`src/rtl/gvp_stream_packer.sv`:
```
// gvp_stream_packer: captures GVP store events into a 2-deep snapshot FIFO
// and serializes each one as a framed 32-bit AXI4-Stream packet, stalling
// the GVP core whenever a snapshot is waiting behind the active packet.
module gvp_stream_packer #(
  parameter int WORDS_HDR = 11,
  parameter int WORDS_PT  = 10
) (
  input  logic        a_clk,
  input  logic        a_resetn,
  input  logic [1:0]  store_data,
  input  logic        store_tick,
  input  logic [31:0] vec_x,
  input  logic [31:0] vec_y,
  input  logic [31:0] vec_z,
  input  logic [31:0] vec_u,
  input  logic [31:0] vec_a,
  input  logic [31:0] vec_b,
  input  logic [31:0] srcs,
  input  logic [31:0] index,
  input  logic [47:0] gvp_time,
  output logic [31:0] M_AXIS_tdata,
  output logic        M_AXIS_tvalid,
  input  logic        M_AXIS_tready,
  output logic        M_AXIS_tlast,
  output logic        stall,
  output logic [15:0] drop_count,
  output logic        busy
);

  typedef struct packed {
    logic [1:0]  code;
    logic [31:0] srcs;
    logic [31:0] idx;
    logic [47:0] tim;
    logic [31:0] x;
    logic [31:0] y;
    logic [31:0] z;
    logic [31:0] u;
    logic [31:0] a;
    logic [31:0] b;
  } snap_t;

  typedef enum logic {IDLE, SEND} state_t;

  snap_t       fifoMem_q [2];
  logic        wrPtr_q;
  logic        rdPtr_q;
  logic [1:0]  count_q;
  logic [1:0]  count_d;
  logic        stall_q;
  logic [15:0] dropCnt_q;

  state_t      state_q;
  state_t      state_d;
  logic [3:0]  wordCnt_q;
  logic [3:0]  wordCnt_d;
  logic [3:0]  lastIdx_q;
  logic [31:0] words_q   [WORDS_HDR];
  logic [31:0] loadWords [WORDS_HDR];

  snap_t snapIn;
  snap_t head;
  logic  storeReq;
  logic  push;
  logic  pop;
  logic  handshake;

  assign snapIn = '{code: store_data, srcs: srcs, idx: index, tim: gvp_time,
                    x: vec_x, y: vec_y, z: vec_z, u: vec_u, a: vec_a, b: vec_b};
  assign storeReq  = store_tick && (store_data != 2'd0);
  assign pop       = (state_q == IDLE) && (count_q != 2'd0);
  // A pop in the same cycle frees a slot, so a full FIFO still accepts the push.
  assign push      = storeReq && ((count_q != 2'd2) || pop);
  assign head      = fifoMem_q[rdPtr_q];
  assign handshake = (state_q == SEND) && M_AXIS_tready;

  // Occupancy after this cycle's push and pop; also drives the registered stall.
  always_comb begin
    count_d = count_q;
    if (push && !pop) begin
      count_d = count_q + 2'd1;
    end else if (pop && !push) begin
      count_d = count_q - 2'd1;
    end
  end

  // Snapshot FIFO storage, pointers, stall flag and saturating drop counter.
  always_ff @(posedge a_clk or negedge a_resetn) begin
    if (!a_resetn) begin
      fifoMem_q[0] <= '0;
      fifoMem_q[1] <= '0;
      wrPtr_q      <= 1'b0;
      rdPtr_q      <= 1'b0;
      count_q      <= 2'd0;
      stall_q      <= 1'b0;
      dropCnt_q    <= 16'd0;
    end else begin
      if (push) begin
        fifoMem_q[wrPtr_q] <= snapIn;
        wrPtr_q            <= ~wrPtr_q;
      end
      if (pop) begin
        rdPtr_q <= ~rdPtr_q;
      end
      count_q <= count_d;
      stall_q <= (count_d != 2'd0);
      if (storeReq && !push && (dropCnt_q != 16'hFFFF)) begin
        dropCnt_q <= dropCnt_q + 16'd1;
      end
    end
  end

  // Lay out the packet words of the FIFO head according to its store code.
  always_comb begin
    for (int i = 0; i < WORDS_HDR; i++) begin
      loadWords[i] = '0;
    end
    if (head.code == 2'd1) begin
      loadWords[0] = 32'hDA7A_0001;
      loadWords[1] = head.idx;
      loadWords[2] = head.tim[31:0];
      loadWords[3] = {16'h0, head.tim[47:32]};
      loadWords[4] = head.x;
      loadWords[5] = head.y;
      loadWords[6] = head.z;
      loadWords[7] = head.u;
      loadWords[8] = head.a;
      loadWords[9] = head.b;
    end else begin
      loadWords[0]  = {16'hFEED, 14'h0, head.code};
      loadWords[1]  = head.srcs;
      loadWords[2]  = head.idx;
      loadWords[3]  = head.tim[31:0];
      loadWords[4]  = {16'h0, head.tim[47:32]};
      loadWords[5]  = head.x;
      loadWords[6]  = head.y;
      loadWords[7]  = head.z;
      loadWords[8]  = head.u;
      loadWords[9]  = head.a;
      loadWords[10] = head.b;
    end
  end

  // Serializer next-state: pop when idle, advance one word per handshake.
  always_comb begin
    state_d   = state_q;
    wordCnt_d = wordCnt_q;
    case (state_q)
      IDLE: begin
        if (count_q != 2'd0) begin
          state_d   = SEND;
          wordCnt_d = 4'd0;
        end
      end
      SEND: begin
        if (M_AXIS_tready) begin
          if (wordCnt_q == lastIdx_q) begin
            state_d   = IDLE;
            wordCnt_d = 4'd0;
          end else begin
            wordCnt_d = wordCnt_q + 4'd1;
          end
        end
      end
      default: begin
        state_d   = IDLE;
        wordCnt_d = 4'd0;
      end
    endcase
  end

  // Serializer state register and word counter.
  always_ff @(posedge a_clk or negedge a_resetn) begin
    if (!a_resetn) begin
      state_q   <= IDLE;
      wordCnt_q <= 4'd0;
    end else begin
      state_q   <= state_d;
      wordCnt_q <= wordCnt_d;
    end
  end

  // Packet shift register: loaded on pop, shifted toward word 0 on each handshake.
  always_ff @(posedge a_clk or negedge a_resetn) begin
    if (!a_resetn) begin
      for (int i = 0; i < WORDS_HDR; i++) begin
        words_q[i] <= '0;
      end
      lastIdx_q <= 4'd0;
    end else if (pop) begin
      for (int i = 0; i < WORDS_HDR; i++) begin
        words_q[i] <= loadWords[i];
      end
      lastIdx_q <= (head.code == 2'd1) ? 4'(WORDS_PT - 1) : 4'(WORDS_HDR - 1);
    end else if (handshake) begin
      for (int i = 0; i < WORDS_HDR - 1; i++) begin
        words_q[i] <= words_q[i + 1];
      end
      words_q[WORDS_HDR - 1] <= '0;
    end
  end

  assign M_AXIS_tvalid = (state_q == SEND);
  assign M_AXIS_tdata  = M_AXIS_tvalid ? words_q[0] : 32'd0;
  assign M_AXIS_tlast  = M_AXIS_tvalid && (wordCnt_q == lastIdx_q);
  assign stall         = stall_q;
  assign drop_count    = dropCnt_q;
  assign busy          = (state_q != IDLE);

endmodule

```
`config.mk`:
```
export PLATFORM = sky130hd
export DESIGN_NAME = gvp_stream_packer
export DESIGN_NICKNAME = d
export VERILOG_FILES = /design/src/rtl/gvp_stream_packer.sv
export SDC_FILE = /design/constraint.sdc
export NUM_CORES = 2
export LEC_CHECK = 0
export ABC_AREA = 1
export BUFFER_PORTS_ARGS = -buffer_cell sky130_fd_sc_hd__buf_2
export CAP_MARGIN = 20
export CORE_MARGIN = 3
export CORE_UTILIZATION = 55
export DETAILED_ROUTE_END_ITERATION = 7
export PLACE_DENSITY_LB_ADDON = 0.2
export SLEW_MARGIN = 15
export SYNTH_ARGS = -nofsm -noshare
export SYNTH_HDL_FRONTEND = slang
export SYNTH_SLANG_ARGS = --single-unit
export TNS_END_PERCENT = 50
```
`constraint.sdc`:
```
create_clock -name a_clk -period 4.9 [get_ports a_clk]
set_input_delay 0.245 -clock a_clk [delete_from_list [all_inputs] [get_ports a_clk]]
set_output_delay 0.245 -clock a_clk [all_outputs]
set_load 0.005 [all_outputs]
```
==> key figures <==
Outcome
  • Outcome: finished clean

Pwr
  • Maximum VDD drop: about 0.63 mV
  • Gate power share: 35.4%
  • Leak: 28.8 nW
  • Switching power: 14.0 mW
  • PD cells: 618 mW/mm²
  • Sequential Power Share: roughly two fifths
  • Sw frac: 40.4%
  • Cell Int Power: between 20 and 25 mW
  • Clock network power share: 24.3%
  • Pwr Total: about 35 mW

Clocking
  • CTS tree: built
  • Reg clk slew, reported paths: 0.06 ns
  • Clock latency on the worst-skew pair: 0.69 ns
  • Hold_buf cts: 307
  • Clk root buf: clkbuf_16
  • CTS buffer count: 106
  • Clock buffer depth: 3
  • CTS H-tree lvls: 3
  • Post-CTS Setup Bufs: 0
  • Clk sinks: 993
  • Post-CTS resize count: 0

Critical path
  • Worst r2r src: rdPtr_q$_DFFE_PN0P_
  • Worst setup SP type: flop
  • WS Path Type: reg -> reg
  • CP arrival: 4.45 ns
  • Critical Path RT: approximately 5.5 ns
  • Worst reg2reg path endpoint: words_q[240]$_DFFE_PN0P_
  • Reg2Reg Setup Slack: 1.03 ns
  • Crit. End Element: flop
  • R2R cell count: 10
  • CP Max Fanout: 208

Synth
  • Netlist Area Pre-Place: roughly 0.047 mm²
  • Async SR Flop Fraction: between 90% and 100%
  • Largest family of logic cells by synthesized area: simple AND/OR/NAND/NOR gates
  • Post-synthesis mux area share: 0.254%
  • Synth Area in Simple Gates: 28.3%
  • XOR/XNOR Fraction of Synth Area: less than 1%
  • Number of synthesized flops with an enable pin: 0
  • Synth Area in Adders: 0.106%
  • Mapped Avg Cell Area: 7.58 µm²
  • Mapped Cells: roughly 6200
  • Compound-Gate Fraction of Synth Area: between 10% and 20%
  • Ys flop type: dfrtp_1
  • Post-synth cell types: 33
  • Yosys reg bits: 993
  • Sequential area share after synthesis: between 50% and 60%
  • Net count after synthesis: roughly 6600
  • Ys Warns: 0

Hold path
  • Worst min path class: in -> reg
  • Worst hold path cell count: 6
  • Hold EP: wrPtr_q$_DFFE_PN0N_
  • Hold_sp: store_tick

Placement
  • Setup Slack @ Placement: 1.15 ns
  • Placed inst area: 0.0494 mm²
  • Final GP Congestion: between 0.9 and 1
  • IO Port Bufs: approximately 360
  • Dpl cells: about 7400
  • Hpwl dp: 92400 µm

Route
  • Routed vias/inst: 5.48
  • Routed wire length: ~150000 µm
  • Number of detailed-route iterations in the first pass: 7
  • Via count: 43200
  • Remaining DRCs: 0
  • DRT iter0 DRCs: 4771
  • WL per Instance: 18.8 µm
  • ANT nets after route: 0

STA
  • Setup_tns: 0 ns
  • FMAX: 0.259 GHz
  • Worst setup margin: between 1 and 1.5 ns
  • Skew final: 0.0266 ns
  • Worst slew pin tran: 1.11 ns
  • Post-route clock period utilization: between 70% and 80%
  • Slew Viols, Final: 0
  • RSZ-0062 raised after global routing: no
  • Number of hold violations in the final report: 0
  • Relative slew slack: roughly a quarter
  • # setup viols final: 0
  • Final worst path period need: 3.87 ns
  • Worst hold margin: 0.105 ns

Finish
  • Share of layout cells above drive strength 1: between 10% and 20%
  • Layout area overhead: 18.7%
  • Final core utilization: 66.5%
  • Nets: 6984
  • Final instance area: 0.0562 mm²
  • Post-Layout Cell Count: 7896

Global route
  • Vias in the first global route: ~42000
  • Total congestion overflow: 0
  • Total GRT Usage: 32.8%
  • Initial antenna violation count: 1
  • Largest net degree at the start of global routing: 209
  • First-pass GRT wire length: 233000 µm

Floorplan
  • Initial core utilization: 56.0%
  • Rows: ~110
  • I/O Pins: ~360
  • Die Span X: 299 µm
  • DIE AREA: ~0.09 mm²
  • Placeable Area: approximately 0.084 mm²
  • Die height: approximately 300 µm

Run
  • Max-Cap Viols: 0
[registers in the layout, summed over array words and instances (netlist names)]
name / count
M_AXIS_tvalid: 1
stall: 1
drop_count: 16
count_q: 2
lastIdx_q: 3
rdPtr_q: 1
wrPtr_q: 1
fifoMem_q: 612
wordCnt_q: 4
words_q: 352
[how the worst max path moves through the flow]
stage                                       to                  from  slack [ns]  cells past startpoint
floorplan           fifoMem_q[337]$_DFFE_PN0P_  count_q[0]$_DFF_PN0_        3.02                     12
global placement      words_q[247]$_DFFE_PN0P_   rdPtr_q$_DFFE_PN0P_        1.22                     10
detailed placement    words_q[240]$_DFFE_PN0P_   rdPtr_q$_DFFE_PN0P_        1.15                     10
CTS                   words_q[240]$_DFFE_PN0P_   rdPtr_q$_DFFE_PN0P_        1.13                     10
global route          words_q[243]$_DFFE_PN0P_   rdPtr_q$_DFFE_PN0P_        0.80                     10
finish                words_q[240]$_DFFE_PN0P_   rdPtr_q$_DFFE_PN0P_        1.03                     10
[cells in the final DEF (no fill, tap or decap), types with 3 or more instances in the layout]
| cell | synthesis | routed |
|---|---|---|
| inv_1 | 549 | 549 |
| nand2_1 | 2222 | 2220 |
| dfrtp_1 | 993 | 991 |
| clkbuf_16 | 0 | 108 |
| or2_2 | 97 | 97 |
| o21ai_0 | 593 | 593 |
| nand3_1 | 479 | 479 |
| clkinv_8 | 0 | 3 |
| clkinv_2 | 0 | 13 |
| nor2_1 | 481 | 481 |
| mux2i_1 | 12 | 12 |
| or2_1 | 11 | 10 |
| dlygate4sd3_1 | 0 | 307 |
| buf_12 | 0 | 22 |
| clkbuf_1 | 240 | 29 |
| o21ai_1 | 300 | 300 |
| xnor2_1 | 7 | 7 |
| a21oi_1 | 40 | 40 |
| buf_4 | 3 | 34 |
| nand4_1 | 6 | 6 |
| a22o_1 | 15 | 15 |
| inv_8 | 0 | 3 |
| xor2_1 | 4 | 4 |
| buf_2 | 102 | 360 |
| ha_1 | 4 | 4 |
| or2_0 | 8 | 8 |
| bufinv_16 | 0 | 10 |
| nor2_4 | 2 | 3 |
| clkbuf_8 | 0 | 31 |
[critical path, stage by stage (launching register included)]
cell	delay, ns
dfrtp_4	0.80
inv_8	0.33
nand2_1	0.13
nand2_1	0.09
nand2_4	0.09
buf_4	0.44
buf_12	0.65
nand2_1	0.19
inv_2	0.55
nand2_1	0.10
a21oi_1	0.17
[layout make-up]
type                            instances  area, µm²
Timing Repair Buffer                  724       5590
Multi-Input combinational cell       4290      18500
Sequential cell                       993      24900
Clock buffer                          168       3240
Inverter                              555       2110
Clock inverter                         30        448
Antenna cell                            2       5.00
Tap cell                             1134       1420
Fill cell                            7038      28300
[cell families (layout without fill, tap and decap cells)]
group,Yosys count,after routing
and+or+nand+nor,3313,3313
AOI/OAI and AO/OA,950,950
buffers and inverters,963,1477
muxes,12,12
adders and majority gates,4,4
DFF,993,993
other,0,2
xor gates and xnor gates,11,11
[layer usage]
metal  part of all wire (%)  up-vias  GRT usage, %  wire [µm]
met3                    7.6      363          5.47      11300
met1                     40    20700          43.4      59100
met5                      0        -             0          0
met2                     48     1819          53.4      70600
li1                       -    20300             -          -
met4                    5.1        0          14.9       7630
[power groups by stage]
stage / Clock, mW / Sequential (mW) / Combinational (mW)
final: 8.45 / 14.0 / 12.3
after global placement: 0 / 13.9 / 11.7
after global routing: 8.87 / 14.4 / 13.7
after floorplan: 0 / 13.3 / 8.23
after detailed placement: 0 / 14.0 / 11.9
after CTS: 8.51 / 13.9 / 12.1
[synthesized netlist by cell type, types with 2 or more instances]
master | instances | area share, %
nand2_1 | 2222 | 18
dfrtp_1 | 993 | 53
nand2_2 | 2 | 0.026
nand3_1 | 479 | 5.1
buf_4 | 3 | 0.048
buf_6 | 33 | 0.79
nand4_1 | 6 | 0.079
or2_1 | 11 | 0.15
ha_1 | 4 | 0.11
or2_0 | 8 | 0.11
or2_2 | 97 | 1.3
mux2i_1 | 12 | 0.25
buf_2 | 102 | 1.1
nor2_1 | 481 | 3.8
inv_1 | 549 | 4.4
o21ai_1 | 300 | 3.2
buf_1 | 30 | 0.24
xor2_1 | 4 | 0.074
o21ai_0 | 593 | 6.3
clkbuf_1 | 240 | 1.9
a22o_1 | 15 | 0.28
inv_2 | 5 | 0.040
nor2_4 | 2 | 0.048
a21oi_1 | 40 | 0.42
xnor2_1 | 7 | 0.13
Note: power is estimated with default switching activity, not from simulation.
